**config.mk**
```make
export PLATFORM = sky130hd
export DESIGN_NAME = cla_pipe_adder
export DESIGN_NICKNAME = d
export VERILOG_FILES = /design/src/rtl/cla_pipe_adder.sv
export SDC_FILE = /design/constraint.sdc
export NUM_CORES = 1
export LEC_CHECK = 0
export BUFFER_PORTS_ARGS = -buffer_cell sky130_fd_sc_hd__buf_2
export CAP_MARGIN = 20
export CORE_ASPECT_RATIO = 1.2
export CORE_MARGIN = 2
export CORE_UTILIZATION = 50
export CTS_CLUSTER_DIAMETER = 150
export DETAILED_ROUTE_END_ITERATION = 12
export HOLD_SLACK_MARGIN = 0.02
export MAX_ROUTING_LAYER = met4
export PLACE_DENSITY = 0.8
export RECOVER_POWER = 100
export SETUP_SLACK_MARGIN = 0.02
export SYNTH_ARGS = -nofsm -noshare
export SYNTH_HDL_FRONTEND = slang
export SYNTH_SLANG_ARGS = --single-unit
export TNS_END_PERCENT = 20
```
**constraint.sdc**
```tcl
create_clock -name clk -period 9.5 [get_ports clk]
set_clock_uncertainty 0.1 [all_clocks]
set_input_delay 1.425 -clock clk [delete_from_list [all_inputs] [get_ports clk]]
set_output_delay 1.425 -clock clk [all_outputs]
set_load 0.01 [all_outputs]
```
**src/rtl/cla_pipe_adder.sv**
```systemverilog
// Carry-pipelined hierarchical CLA adder/subtractor with valid/ready handshakes.
// Each 16-bit section (4x4-bit groups plus a lookahead unit) resolves in its own stage.
module cla_pipe_adder #(
  parameter int unsigned WIDTH = 32
) (
  input  logic             clk,
  input  logic             rst,
  input  logic             in_valid,
  output logic             in_ready,
  input  logic [WIDTH-1:0] a,
  input  logic [WIDTH-1:0] b,
  input  logic             sub,
  input  logic             c0,
  output logic             out_valid,
  input  logic             out_ready,
  output logic [WIDTH-1:0] sum,
  output logic             cout,
  output logic             ovf,
  output logic             zero
);

  localparam int unsigned NSEC = WIDTH / 16;

  // Group generate; p holds propagate bits 3:1 of the group.
  function automatic logic grp_g(input logic [3:0] g, input logic [2:0] p);
    return g[3] | (p[2] & g[2]) | (p[2] & p[1] & g[1]) | (p[2] & p[1] & p[0] & g[0]);
  endfunction

  // Carries into each bit of a 4-bit group from the group carry-in.
  function automatic logic [3:0] grp_c(input logic [2:0] g, input logic [2:0] p, input logic ci);
    logic [3:0] c;
    c[0] = ci;
    c[1] = g[0] | (p[0] & ci);
    c[2] = g[1] | (p[1] & g[0]) | (p[1] & p[0] & ci);
    c[3] = g[2] | (p[2] & g[1]) | (p[2] & p[1] & g[0]) | (p[2] & p[1] & p[0] & ci);
    return c;
  endfunction

  // One 16-bit section: returns {c16, c15, sum[15:0]}.
  function automatic logic [17:0] sec_add(input logic [15:0] x, input logic [15:0] y,
                                          input logic ci);
    logic [15:0] p;
    logic [15:0] g;
    logic [15:0] c;
    logic [3:0]  gs;
    logic [3:0]  ps;
    logic [4:0]  cg;
    p = x ^ y;
    g = x & y;
    for (int i = 0; i < 4; i++) begin
      gs[i] = grp_g(g[4*i +: 4], p[4*i+1 +: 3]);
      ps[i] = &p[4*i +: 4];
    end
    cg[0] = ci;
    cg[1] = gs[0] | (ps[0] & ci);
    cg[2] = gs[1] | (ps[1] & gs[0]) | (ps[1] & ps[0] & ci);
    cg[3] = gs[2] | (ps[2] & gs[1]) | (ps[2] & ps[1] & gs[0]) | (ps[2] & ps[1] & ps[0] & ci);
    cg[4] = gs[3] | (ps[3] & gs[2]) | (ps[3] & ps[2] & gs[1]) | (ps[3] & ps[2] & ps[1] & gs[0])
          | (&ps & ci);
    for (int i = 0; i < 4; i++) begin
      c[4*i +: 4] = grp_c(g[4*i +: 3], p[4*i +: 3], cg[i]);
    end
    return {cg[4], c[15], p ^ c};
  endfunction

  logic             stall;
  logic             cin;
  logic [WIDTH-1:0] bx;
  logic [NSEC-1:0]  valid_q;
  logic [NSEC-1:0]  carry_q;
  logic [NSEC-1:0]  zero_q;
  logic             ovf_q;
  logic [NSEC-1:0]  ld;
  logic [NSEC:0]    vch;
  logic [NSEC:0]    cch;
  logic [NSEC:0]    zch;
  logic [17:0]      sec_r [NSEC];

  // Stage chains: index s is what stage s consumes, index NSEC is the output stage.
  always_comb begin
    vch      = {valid_q, in_valid};
    cch      = {carry_q, cin};
    zch      = {zero_q, 1'b1};
    stall    = vch[NSEC] & ~out_ready;
    in_ready = ~stall;
    bx       = sub ? ~b : b;
    cin      = sub ^ c0;
    ld       = '0;
    for (int s = 0; s < NSEC; s++) begin
      ld[s] = ~stall & vch[s];
    end
  end

  // Per-stage valid, section carry and accumulated zero; data only loads with a live beat.
  always_ff @(posedge clk) begin
    if (rst) begin
      valid_q <= '0;
      carry_q <= '0;
      zero_q  <= '0;
      ovf_q   <= 1'b0;
    end else if (!stall) begin
      valid_q <= vch[NSEC-1:0];
      for (int s = 0; s < NSEC; s++) begin
        if (vch[s]) begin
          carry_q[s] <= sec_r[s][17];
          zero_q[s]  <= zch[s] & (sec_r[s][15:0] == 16'd0);
        end
      end
      if (vch[NSEC-1]) ovf_q <= sec_r[NSEC-1][17] ^ sec_r[NSEC-1][16];
    end
  end

  for (genvar j = 0; j < NSEC; j++) begin : g_sec
    localparam int unsigned L = NSEC - j;
    logic [15:0] sa;
    logic [15:0] sb;
    logic [15:0] r_sk [L];

    if (j == 0) begin : g_head
      assign sa = a[15:0];
      assign sb = bx[15:0];
    end else begin : g_skew
      // Input skew: section j operands wait j stages for their carry.
      logic [15:0] a_sk [j];
      logic [15:0] b_sk [j];
      always_ff @(posedge clk) begin
        if (rst) begin
          for (int i = 0; i < j; i++) begin
            a_sk[i] <= '0;
            b_sk[i] <= '0;
          end
        end else begin
          if (ld[0]) begin
            a_sk[0] <= a[j*16 +: 16];
            b_sk[0] <= bx[j*16 +: 16];
          end
          for (int i = 1; i < j; i++) begin
            if (ld[i]) begin
              a_sk[i] <= a_sk[i-1];
              b_sk[i] <= b_sk[i-1];
            end
          end
        end
      end
      assign sa = a_sk[j-1];
      assign sb = b_sk[j-1];
    end

    assign sec_r[j] = sec_add(sa, sb, cch[j]);

    // Output deskew so every section of a result leaves in the same cycle.
    always_ff @(posedge clk) begin
      if (rst) begin
        for (int i = 0; i < L; i++) r_sk[i] <= '0;
      end else begin
        if (ld[j]) r_sk[0] <= sec_r[j][15:0];
        for (int i = 1; i < L; i++) begin
          if (ld[j+i]) r_sk[i] <= r_sk[i-1];
        end
      end
    end

    assign sum[j*16 +: 16] = r_sk[L-1];
  end

  assign out_valid = vch[NSEC];
  assign cout      = cch[NSEC];
  assign zero      = zch[NSEC];
  assign ovf       = ovf_q;

endmodule

```
-- Word-level counts from Yosys, hierarchy flattened
Memories as Yosys holds them, arrays and structs flattened.
Cells that the tools add are included.
- muxes and demuxes: 17
- bitwise operators: 251
- reductions and logical operators: 17
- operators by type and width (operator ; number):
    $and A1 B1 Y1 ; 146
    $or A1 B1 Y1 ; 94
    $mux W16 ; 5
    $xor A16 B16 Y16 ; 4
    $reduce_or A16 Y1 ; 3
    $and A16 B16 Y16 ; 2
    $logic_not A16 Y1 ; 2
    $mux W32 ; 1
    $not A32 Y32 ; 1
    $reduce_and A16 Y1 ; 2
    $reduce_and A4 Y1 ; 8
    $mux W1 ; 11
    $reduce_and A2 Y1 ; 2
    $not A1 Y1 ; 2
    $xor A1 B1 Y1 ; 2
- register bits: 7
- RAM bits: 80
- input bits: 70
- output and inout bits: 37
- word-level logic and storage cells: 295
- memories kept: 4
- memories (memory ; words ; width ; read ports ; clocked after memory_dff ; wr ports ; RTL line ; source):
    g_sec[0].r_sk ; 2 ; 16 ; 2 ; 0 ; 2 ; 117 ; logic [15:0] r_sk [L];
    g_sec[1].g_skew.a_sk ; 1 ; 16 ; 1 ; 0 ; 1 ; 124 ; logic [15:0] a_sk [j];
    g_sec[1].g_skew.b_sk ; 1 ; 16 ; 1 ; 0 ; 1 ; 125 ; logic [15:0] b_sk [j];
    g_sec[1].r_sk ; 1 ; 16 ; 1 ; 0 ; 1 ; 117 ;

-- Logic depth before layout (Yosys ltp)
Gate-level depths: netlist of run 1.
- word-level depth: 15
- depth in mapped cells: 18
- mapped depth without buffers: 15

-- Worst setup path after synthesis of run 1
No wires, ideal clock.
- path type: input -> register
- start point: input sub
- end point: register zero_q[0]
- library setup time: 74 ps
- data arrival time: 4569 ps
- data required time: 9326 ps
- slack: 4756 ps
- stages: 18
- buffers on the path: 3
- cells stage by stage: buf_2 buf_1 xor2_1 ha_1 clkbuf_1 and4_1 a21oi_1 o21ai_0 a21oi_1 nor2_1 a31oi_1 fa_1 xor2_1 nand3_1 nor4_1 and3_1 o2111ai_1 o21ai_0
- word-level cells in the longest chain between the ends: 14
- elaborated cells between the ends (all ways): 108
- classes of those cells: mux (1); bitwise (103); reduce/logical (4)
- ends and longest elaborated chain (element ; RTL line ; source):
    from (decl) ; 12 ; input logic sub,
    $mux W32 ; 86 ; bx = sub ? ~b : b;
    $xor A16 B16 Y16 / $and A16 B16 Y16 (equally long branches) ; 48, 49 ;
    $and A1 B1 Y1 ; 26 ; return g[3] | (p[2] & g[2]) | (p[2] & p[1] & g[1]) | (p[2] & p[1] & p[0] & g[0]);
    $or A1 B1 Y1 / $and A1 B1 Y1 (equally long branches) (2 in series) ; 26 ;
    $or A1 B1 Y1 ; 26 ;
    $and A1 B1 Y1 ; 57 ; cg[3] = gs[2] | (ps[2] & gs[1]) | (ps[2] & ps[1] & gs[0]) | (ps[2] & ps[1] & ps[0] & ci);
    $or A1 B1 Y1 (3 in series) ; 57 ;
    $and A1 B1 Y1, on equally long branches ; 33, 34, 35 ;
    $or A1 B1 Y1, on equally long branches ; 33, 34, 35 ;
    $xor A16 B16 Y16 * ; 63 ; return {cg[4], c[15], p ^ c};
    $logic_not A16 Y1 * ; 106 ; zero_q[s] <= zch[s] & (sec_r[s][15:0] == 16'd0);
    to (signal, indexed assignment) ; 106 ;
    to (decl) ; 71 ; logic [NSEC-1:0] zero_q;
Every way passes the cells marked *; elsewhere a longest branch is shown, timed or not.
A chain may end at the register's enable or synchronous reset.

-- Worst setup path after layout of run 1
Ends and elaborated chain as after synthesis.

==> results of run 1 <==
==> state kept, by name, indices dropped and copies added (netlist names) <==
register,cells
valid_q,2
g_sec.g_skew.b_sk,16
carry_q,2
g_sec.g_skew.a_sk,16
g_sec.r_sk,48
zero_q,2
ovf,1
==> per-layer routing <==
layer / vias to the layer above / GRT usage (%) / routed length (µm)
met5: - / - / 0
met4: 0 / 6.38 / 119
met3: 10 / 4.08 / 573
met2: 101 / 30.0 / 4570
met1: 1615 / 24.3 / 4280
li1: 1759 / - / -
==> layout by cell type, fill, tap and decap left out, drive strengths merged, types with 2 or more instances in the layout <==
| master | n |
|---|---|
| a21boi | 2 |
| a21o | 11 |
| a21oi | 21 |
| a22o | 2 |
| a22oi | 2 |
| a31oi | 3 |
| and2 | 19 |
| and3 | 3 |
| buf | 68 |
| bufinv | 3 |
| clkbuf | 50 |
| clkinv | 4 |
| dfxtp | 7 |
| edfxtp | 80 |
| fa | 8 |
| ha | 32 |
| inv | 20 |
| nand2 | 15 |
| nand2b | 2 |
| nand3 | 5 |
| nand4 | 4 |
| nor2 | 56 |
| nor2b | 20 |
| nor3 | 10 |
| nor4 | 4 |
| o211ai | 4 |
| o21a | 2 |
| o21ai | 13 |
| o21bai | 2 |
| or2 | 3 |
| or3 | 2 |
| or4 | 3 |
| xnor2 | 28 |
| xor2 | 26 |
==> Yosys cell counts (2+ instances only) <==
cell type / n / area share [%]
edfxtp_1: 80 / 47
nor2_1: 56 / 4.1
ha_1: 32 / 7.9
xnor2_1: 28 / 4.8
xor2_1: 26 / 4.5
a21oi_1: 21 / 2.1
inv_1: 21 / 1.6
nor2b_1: 20 / 2.5
and2_1: 19 / 2.3
buf_4: 16 / 2.4
nand2_1: 15 / 1.1
a21o_1: 11 / 1.6
nor3_1: 10 / 0.99
o21ai_0: 10 / 0.99
clkbuf_1: 9 / 0.67
fa_1: 8 / 3.2
dfxtp_1: 7 / 2.8
nand3_1: 5 / 0.49
nand4_1: 4 / 0.49
nor4_1: 4 / 0.49
a31oi_1: 3 / 0.37
and3_1: 3 / 0.37
buf_1: 3 / 0.22
o211ai_1: 3 / 0.44
or2_2: 3 / 0.37
or4_1: 3 / 0.44
a22o_1: 2 / 0.35
a22oi_1: 2 / 0.30
nand2b_1: 2 / 0.25
o21ai_1: 2 / 0.20
o21bai_1: 2 / 0.30
or3_1: 2 / 0.25
==> final timing paths <==
kind / depth (start not counted) / start / endpoint
worst min register to register: 2 / zero_q[1] / zero_q[1]
worst max register to register: 12 / g_sec[1].g_skew.b_sk[0][5] / zero_q[1]
worst min-delay path: 2 / zero_q[1] / zero_q[1]
worst max-delay path: 15 / sub / zero_q[0]
==> logic make-up (layout without fill, tap and decap cells) <==
family,count (synthesis),in the layout,share of synthesized area (%)
AOI/OAI and AO/OA,69,69,9.12
adders and majority gates,40,40,11.0
buffers and inverters,51,146,5.01
xor gates and xnor gates,54,54,9.32
other,0,1,0
muxes,2,2,0.493
DFF,87,87,50.1
and+or+nand+nor,150,150,14.9
==> final cells by class <==
class	count	area, µm²	area share (%)
Multi-Input combinational cell	315	2260	38.5
Clock buffer	9	225	3.83
Inverter	21	78.8	1.34
Timing Repair Buffer	109	494	8.41
Clock inverter	7	111	1.89
Tap cell	126	158	2.68
Sequential cell	87	2540	43.3
Antenna cell	1	2.50	0.0426
==> per-stage QoR <==
stage / setup slack (ps) / util [%] / area (µm²) / instances / power, W
after detailed placement: 4340 / 56.3 / 5610 / 658 / 0.000704
after CTS: 4660 / 59.7 / 5950 / 674 / 0.00109
after floorplan: 4760 / - / 5070 / 453 / 0.000642
after global placement: 4490 / 56.3 / 5600 / 657 / 0.000695
after global routing: 3240 / 59.0 / 5880 / 675 / 0.00113
final: 3770 / 59.0 / 5880 / 675 / 0.00108
==> report_power, final <==
group	total (W)	switching (W)	internal, W	leakage, nW
registers	0.000472	0.0000116	0.000460	0.922
clock network	0.000392	0.000137	0.000255	0.163
logic	0.000220	0.000128	0.0000917	1.38
total	0.00108	0.000277	0.000807	2.47
==> worst register-to-register path: stages, from the launching register on <==
cell      delay [ps]
edfxtp_1         380
ha_1             360
a21o_1           190
a21o_1           170
a221oi_1         380
o211ai_1         270
nor2_1           240
o21bai_1         110
fa_1             480
or4_1            480
nor4_1           250
o211ai_1         140
o21ai_0          160
==> summary.md, run 1 <==
| Metric | Value |
|---|---|
| Outcome | `finished with violations` |
| Failing checks | `capacitance limit, slew limit` |
| Row cnt | `40` |
| CTS Sinks | `87` |
| VDD IR-drop max | `0.0851 mV` |
| Setup Viol. Count Final | `0` |
| Pin count of the biggest net entering global routing | `34` |
| Ys async rst share | `0%` |
| Io pins | `roughly 110` |
| Die Y | `about 110 µm` |
| Fin. max-slew vios | `67` |
| CTS Hold Bufs | `0` |
| Drt pass-1 iters | `4` |
| Worst Hold Class | `reg2reg` |
| EDFF count, synth | `80` |
| R2R setup slack | `~5700 ps` |
| Max Fclk | `about 170 MHz` |
| Core box area | `about 10000 µm²` |
| Worst-Skew Late Latency | `340 ps` |
| Netlist cell types | `53` |
| Post-DP HPWL | `around 7400 µm` |
| Top_reg_cell synth | `edfxtp_1` |
| Post-DRT Antenna Nets | `0` |
| Number of buffers added for setup after CTS | `0` |
| Crit-path max cell delay | `between 1500 and 2000 ps` |
| Hold WS | `about 370 ps` |
| Initial antenna violation count | `1` |
| Sequential share of the synthesized area | `50.1%` |
| Synth Net Count | `approximately 560` |
| GRT Total Usage | `approximately a fifth` |
| Drt first-iter violations | `around 130` |
| Max H-tree Level | `3` |
| CP bufs+invs | `1` |
| Die Wd | `around 96 µm` |
| Syn-to-layout area delta | `15.8%` |
| Startpoint types | `input pin` |
| Synth warn | `0` |
| Fin nets | `653` |
| CTS tree | `yes` |
| Highest-delay cell along the critical path | `clkbuf_1` |
| Drt wl/cell | `around 14 µm` |
| Syn_area_per_cell | `about 11 µm²` |
| Mapped cell area | `~5000 µm²` |
| Setup_tns | `0 ps` |
| RSZ-0062 raised after global routing | `no` |
| Clock period minus worst slack | `5730 ps` |
| Vias in the first global route | `between 3000 and 4000` |
| Mapped Cells | `between 400 and 500` |
| Final period util | `roughly 60%` |
| Power density over the cells | `around 180 nW/µm²` |
| Clock Tree Buf Depth | `2` |
| Via/cell ratio | `around 5.2` |
| CP top delay family | `buffers and inverters` |
| Number of max-cap violations | `2` |
| Total die area | `roughly 11000 µm²` |
| Clock slew at reported path FFs | `approximately 60 ps` |
| FILL cells | `854` |
| Post-cts sizing count | `0` |
| Kind of critical path | `in2reg` |
| Worst-Margin Slew | `about 2200 ps` |
| Routed WL | `between 9000 and 10000 µm` |
| Remaining Overflow, GRT | `0` |
| Port bufs | `106` |
| Via count | `3485` |
| First-pass GRT wire length | `~15000 µm` |
| Final Hold Fails | `0` |
| Number of buffers created by CTS | `9` |
| Critical path required time | `9660 ps` |
| Placer Congestion | `0.901` |
| Leakage | `between 2 and 2.5 nW` |
| Ratio of cells with drive above 1 in the final layout | `16.6%` |
| Initial core utilization | `approximately half` |
| WP data arrival | `5890 ps` |
| Slew HR | `-47.4%` |
| # DRC | `0` |
| CTS root buffer | `clkbuf_16` |
| Register bit total from synthesis | `87` |
| CP Max Fanout | `33` |
| CP dominant cell by count | `a21oi_1` |
| Endpoint type of the worst setup path | `flop` |
| CP cell instances | `clkbuf_1, xor2_1, ha_1, a21o_1, a21oi_1, a21boi_0, a21oi_1, nor2_1, a31oi_1, fa_1, nand4_1, nor4_1, and3_1, o2111ai_1, o21ai_0` |
Note: power is estimated with default switching activity, not from simulation.
==> run 2, diff against run 1 <==
--- a/config.mk
+++ b/config.mk
@@ -5,6 +5,7 @@
 export SDC_FILE = /design/constraint.sdc
 export NUM_CORES = 1
 export LEC_CHECK = 0
+export ABC_AREA = 1
 export BUFFER_PORTS_ARGS = -buffer_cell sky130_fd_sc_hd__buf_2
 export CAP_MARGIN = 20
 export CORE_ASPECT_RATIO = 1.2
==> constraint.sdc (replaced) <==
create_clock -name clk -period 5.9 [get_ports clk]
set_clock_uncertainty 0.1 [all_clocks]
set_input_delay 0.885 -clock clk [delete_from_list [all_inputs] [get_ports clk]]
set_output_delay 0.885 -clock clk [all_outputs]
set_load 0.01 [all_outputs]
==> run 2 against run 1 <==
- sequential cell count unchanged
- wire length is 11% higher
- the run now ends clean
- register-to-register slack worse by 3000 ps
- setup slack worse by 2000 ps
- clock power up 54%
- synthesized cell count up 32%
- design area increased by 4.0%
- combinational power rose by 75%
- sequential power rose by 61%
==> summary.md, run 2 <==
| Metric | Value |
|---|---|
| CP top delay family | `simple AND/OR/NAND/NOR gates` |
| Post-DRT Antenna Nets | `0` |
| Clock Tree Buf Depth | `2` |
| Core box area | `roughly 10000 µm²` |
| Mapped cell area | `around 5300 µm²` |
| Highest-delay cell along the critical path | `buf_2` |
| CTS root buffer | `clkbuf_16` |
| Synth Net Count | `between 700 and 800` |
| WP data arrival | `approximately 4300 ps` |
| Worst Setup SP | `sub` |
| Synth warn | `0` |
| Top flop regs | `g_sec.r_sk: 48 flops, g_sec.g_skew.a_sk: 16 flops, g_sec.g_skew.b_sk: 16 flops` |
| CTS Hold Bufs | `0` |
| Critical path depth | `21` |
| Top cell type's share of synthesized area | `between 40% and 50%` |
| Crit-path max cell delay | `around 700 ps` |
| Capture point of the worst reg-to-reg path | `zero_q[1]` |
| Outcome | `finished, final reports clean` |
| CTS Sinks | `between 80 and 90` |
| Worst R2R Start | `g_sec[1].g_skew.a_sk[0][5]` |
| Power density over the cells | `roughly 290 nW/µm²` |
| CP Max Fanout | `33` |
| Kind of critical path | `in2reg` |
| # DRC | `0` |
| Final Hold Fails | `0` |
| Post-DP HPWL | `a little over 8000 µm` |
| Mapped Cells | `approximately 600` |
| VDD IR-drop max | `around 0.13 mV` |
| Fin util | `58.4%` |
| Total die area | `~12000 µm²` |
| Leakage | `about 3.0 nW` |
| Most common cell in the netlist | `nand2_1` |
| Number of buffers created by CTS | `9` |
| Worst Reg2Reg Path Length in Cells | `18` |
| Ratio of cells with drive above 1 in the final layout | `about an eighth` |
| Max H-tree Level | `3` |
| Most common library cells after synthesis | `111 x nand2_1, 109 x nor2_1, 98 x inv_1` |
| Top_reg_cell synth | `edfxtp_1` |
| RSZ-0062 raised after global routing | `no` |
| Number of max-cap violations | `0` |
| Number of buffers added for setup after CTS | `0` |
| Endpoint type of the worst setup path | `flop` |
| Most frequent cells in the layout | `111 x nand2_1, 109 x nor2_1, 98 x inv_1` |
| GRT Total Usage | `between 10% and 20%` |
| CP cell instances | `buf_2, xnor2_1, inv_1, ha_1, nand2_1, nor2_1, and2_0, nand2_1, nand4_1, inv_1, fa_1, nand4_1, nor2_1, nand2_1, nor2_1, nand2_1, nor2_1, nand3_1, nor2_1, nand4_1, nand2_1` |
| Worst-Margin Slew | `between 1000 and 1500 ps` |
| Worst Hold Class | `reg2reg` |
| Antenna Cells | `0` |
| Synth area leader | `edfxtp_1` |
| Initial antenna violation count | `0` |
| Slew HR | `around 3.6%` |
| Drt first-iter violations | `around 270` |
| Remaining Overflow, GRT | `0` |
| Main area contributors after synthesis | `edfxtp_1 45%, nand2_1 7.8%, nor2_1 7.7%, ha_1 7.5%, inv_1 6.9%` |
| Die Y | `117 µm` |
| Die Wd | `slightly below 100 µm` |
| Fin. max-slew vios | `0` |
| Netlist cell types | `30` |
| Post-cts sizing count | `0` |
| Dpl cells | `between 800 and 900` |
| Syn-to-layout area delta | `14.4%` |
| Io pins | `107` |
| Via count | `about 4000` |
| Ys async rst share | `0%` |
| Register bit total from synthesis | `87` |
| Clock period minus worst slack | `4100 ps` |
| Pre-CTS setup slack | `1480 ps` |
| Setup_tns | `0 ps` |
| Final std cells w/o fill | `around 800` |
| Pin count of the biggest net entering global routing | `50` |
| Worst-Skew Late Latency | `roughly 340 ps` |
| Fin nets | `799` |
| Largest Register | `g_sec.r_sk` |
| Startpoint types | `input pin` |
| EDFF count, synth | `80` |
| Critical path required time | `6090 ps` |
| Setup Viol. Count Final | `0` |
| WL met2 | `about 5200 µm` |
| Placer Congestion | `roughly 0.98` |
| Max Fclk | `roughly 240 MHz` |
| Max reg flops | `48` |
| Top Layer Used | `met4` |
| Routed WL | `~11000 µm` |
| Met3 wire len | `757 µm` |
| CTS tree | `yes` |
| Final period util | `a little over two thirds` |
| Syn_area_per_cell | `8.95 µm²` |
| Vias in the first global route | `3915` |
| Via/cell ratio | `around 5.0` |
| Final worst-path setup slack | `about 1800 ps` |
| Drt pass-1 iters | `5` |
| Commonest non-fill, non-tap cell in the layout | `nand2_1` |
| Row cnt | `41` |
| First-pass GRT wire length | `about 17000 µm` |
| Clock slew at reported path FFs | `60 ps` |
| Drt wl/cell | `between 10 and 15 µm` |
| Setup crit end | `zero_q[0]` |
| Port bufs | `roughly 110` |
| CP bufs+invs | `3` |
| Sequential share of the synthesized area | `between 40% and 50%` |
| Metal-1 WL | `between 4000 and 5000 µm` |
| R2R setup slack | `roughly 2800 ps` |
| Initial core utilization | `between 50% and 60%` |
[run 2: changes by cell type after synthesis, moves of 4 or more]
cell and delta:
nor4_1 -4, xor2_1 -11, inv_1 +77, nor2b_1 -20, nand3_1 +22, nor2_1 +53, nand3b_1 +7, o21ai_0 -8
clkbuf_1 -6, a21o_1 -10, nand2_1 +96, nor3_1 -10, buf_2 +6, and2_1 -17
[run 2: final cells by class]
type                            count  area [µm²]
Clock inverter                      5        81.3
Tap cell                          129         161
Multi-Input combinational cell    383        2210
Sequential cell                    87        2540
Clock buffer                       11         243
Fill cell                         940        4360
Inverter                          100         375
Timing Repair Buffer              108         492
[run 2: how the worst min path moves through the flow]
stage | from | to | slack [ps] | cells after the start
3_3_place_gp | valid_q[0] | valid_q[1] | 370 | 2
5_1_grt | valid_q[0] | valid_q[1] | 410 | 2
2_1_floorplan | valid_q[0] | valid_q[1] | 340 | 2
4_1_cts | valid_q[0] | valid_q[1] | 380 | 2
3_5_place_dp | valid_q[0] | valid_q[1] | 370 | 2
6_report | valid_q[0] | valid_q[1] | 390 | 2
[run 2: through the flow]
step                      power (W)  hold WS (ps)  cell area (µm²)
after floorplan             0.00105           344             5340
after global placement      0.00114           368             5870
after detailed placement    0.00116           366             5870
after CTS                   0.00176           382             6190
after global routing        0.00183           414             6110
final                       0.00175           389             6110
[run 2: where the power goes]
part | total, W | internal [W] | switching (W) | leakage (nW)
registers | 0.000759 | 0.000740 | 0.0000185 | 0.922
clock network | 0.000602 | 0.000382 | 0.000220 | 0.156
logic | 0.000384 | 0.000141 | 0.000244 | 1.88
total | 0.00175 | 0.00126 | 0.000482 | 2.96
[run 2: cells by family (layout without fill, tap and decap cells)]
logic type | after synthesis | count (layout) | share of synthesized area (%)
fa+ha+maj | 40 | 40 | 10.5
simple gates | 270 | 270 | 21.2
buf+inv | 127 | 224 | 10.3
compound gates | 32 | 32 | 3.40
flops | 87 | 87 | 47.6
xor+xnor | 41 | 41 | 7.07
[run 2: metal layers]
layer	global-route usage [%]	vias to the layer above
li1	-	2073
met1	22.6	1851
met2	32.4	158
met3	5.29	12
met4	6.39	0
met5	-	-
[run 2: worst register-to-register path, delay by kind of cell, from the launching register on]
kind | cells | cell delay, ps
buffers and inverters | 1 | 100
flip-flops | 1 | 390
AND/OR/NAND/NOR | 15 | 1660
adder cells (fa/ha/maj) | 2 | 830
==> run 3, diff against run 2 <==
==> constraint.sdc (replaced) <==
create_clock -name clk -period 3.9 [get_ports clk]
set_clock_uncertainty 0.1 [all_clocks]
set_input_delay 0.585 -clock clk [delete_from_list [all_inputs] [get_ports clk]]
set_output_delay 0.585 -clock clk [all_outputs]
set_load 0.01 [all_outputs]
==> run 3 against run 2 <==
- count of clock-buffer cells in the layout fell by 1
- clock power grew 58%
- die area stayed put
- sequential power up 52%
- total power up 54%
- wire length is 0.27% higher
- the run now ends with capacitance limit, slew limit left
- register-to-register slack got worse by 1900 ps
- critical path type unchanged
- non-clock buffer count up 3
- global-route usage grew 0.12 points
==> summary.md, run 3 (synthesis results as in run 2) <==
| Metric | Value |
|---|---|
| Outcome | `finished with violations` |
| Failing checks | `capacitance limit, slew limit` |
| Largest Register | `g_sec.r_sk` |
| GRT Total Usage | `19.4%` |
| Remaining Overflow, GRT | `0` |
| Max H-tree Level | `3` |
| VDD IR-drop max | `~0.25 mV` |
| Worst Hold Class | `reg2reg` |
| FILL cells | `around 940` |
| Pin count of the biggest net entering global routing | `50` |
| Clock period minus worst slack | `roughly 3500 ps` |
| Vias in the first global route | `around 4000` |
| Slew HR | `-20.3%` |
| Most frequent cells in the layout | `111 x nand2_1, 108 x nor2_1, 98 x inv_1` |
| Commonest non-fill, non-tap cell in the layout | `nand2_1` |
| Final Hold Fails | `0` |
| Die Wd | `a little under 100 µm` |
| Fin nets | `about 800` |
| WP data arrival | `~3700 ps` |
| Endpoint type of the worst setup path | `flop` |
| Placed inst area | `~6000 µm²` |
| Number of max-cap violations | `1` |
| Antenna Cells | `0` |
| Power density over the cells | `436 nW/µm²` |
| Drt first-iter violations | `around 220` |
| Fin util | `between 50% and 60%` |
| Worst-Margin Slew | `approximately 1800 ps` |
| Number of buffers created by CTS | `9` |
| CTS root buffer | `clkbuf_16` |
| Max Fclk | `286 MHz` |
| Max reg flops | `48` |
| Tot Pwr | `approximately 0.0027 W` |
| R2R setup slack | `just over 800 ps` |
| Io pins | `between 100 and 150` |
| Clock slew at reported path FFs | `approximately 60 ps` |
| Number of buffers added for setup after CTS | `0` |
| Setup Viol. Count Final | `0` |
| Initial core utilization | `51.1%` |
| Die Y | `117 µm` |
| Via count | `roughly 4000` |
| Clock Tree Buf Depth | `2` |
| Fin. max-slew vios | `36` |
| Drt pass-1 iters | `6` |
| Leakage | `~3 nW` |
| Post-DRT Antenna Nets | `0` |
| Routed WL | `roughly 11000 µm` |
| Initial antenna violation count | `0` |
| Port bufs | `roughly 110` |
| Worst Setup SP | `sub` |
| Worst R2R Start | `g_sec[1].g_skew.b_sk[0][6]` |
| Drt wl/cell | `roughly 13 µm` |
| Final instance area | `6170 µm²` |
| Kind of critical path | `in2reg` |
| Syn-to-layout area delta | `15.4%` |
| Core box area | `between 10000 and 15000 µm²` |
| Capture point of the worst reg-to-reg path | `zero_q[1]` |
| Critical path required time | `just over 4000 ps` |
| First-pass GRT wire length | `17200 µm` |
| Post-cts sizing count | `0` |
| CTS Hold Bufs | `0` |
| # DRC | `0` |
| CTS tree | `yes` |
| Row cnt | `a little over 40` |
| CP Max Fanout | `16` |
| Post-DP HPWL | `8280 µm` |
| Via/cell ratio | `about 5.0` |
| Setup_tns | `0 ps` |
| Final period util | `89.7%` |
| Worst-Skew Late Latency | `about 340 ps` |
| Setup crit end | `zero_q[0]` |
| Top flop regs | `g_sec.r_sk: 48 flops, g_sec.g_skew.a_sk: 16 flops, g_sec.g_skew.b_sk: 16 flops` |
| Total die area | `approximately 12000 µm²` |
| Ratio of cells with drive above 1 in the final layout | `13.1%` |
| RSZ-0062 raised after global routing | `no` |
| CTS Sinks | `slightly below 90` |
| Startpoint types | `input pin` |
| Placer Congestion | `about 0.93` |
| Worst Reg2Reg Path Length in Cells | `18` |
## run 3: through the flow
step / std cells / hold slack, ps / worst slack, ps
after global routing: 826 / 397 / 82.7
after floorplan: 597 / 344 / 432
final: 826 / 389 / 402
after CTS: 825 / 379 / 477
after detailed placement: 809 / 378 / 136
after global placement: 809 / 368 / 278
## run 3: final cells by class
| class | instances | area (µm²) | share of cell area (%) |
|---|---|---|---|
| multi-input cells | 383 | 2240 | 36.3 |
| well taps | 129 | 161 | 2.62 |
| clock buffers | 10 | 229 | 3.71 |
| inverters | 100 | 375 | 6.09 |
| clock inverters | 6 | 109 | 1.77 |
| flip-flops and latches | 87 | 2540 | 41.2 |
| repair buffers | 111 | 514 | 8.34 |
## run 3: worst min-delay path by stage
stage | end | slack (ps) | from | cells after the start
2_1_floorplan | valid_q[1] | 340 | valid_q[0] | 2
3_3_place_gp | valid_q[1] | 370 | valid_q[0] | 2
3_5_place_dp | zero_q[1] | 380 | zero_q[1] | 2
4_1_cts | valid_q[1] | 380 | rst | 2
5_1_grt | valid_q[1] | 400 | rst | 2
6_report | zero_q[0] | 390 | zero_q[0] | 2
## run 3: where the power goes
group / switching [W] / total (W) / internal, W
logic: 0.000375 / 0.000592 / 0.000217
clock network: 0.000329 / 0.000953 / 0.000624
registers: 0.0000274 / 0.00115 / 0.00112
## run 3: metal layers
layer / track usage (%) / vias to the layer above / wire length, µm
met5: - / - / 0
li1: - / 2075 / -
met2: 31.9 / 173 / 5040
met1: 22.4 / 1819 / 4440
met3: 3.56 / 40 / 670
met4: 11.2 / 0 / 432
## run 3: worst max-delay path: stages
cell and delay [ps]:
buf_2 390, xnor2_1 230, inv_1 80, ha_1 300, nand2_1 80, nor2_1 160
and2_1 150, nand2_1 50, nand4_1 160, inv_1 80, fa_1 540, nand4_1 100
nor2_1 120, nand2_1 50, nor2_1 120, nand2_1 60, nor2_1 100, nand3_1 90
nor2_1 90, nand4_1 80, nand2_1 60
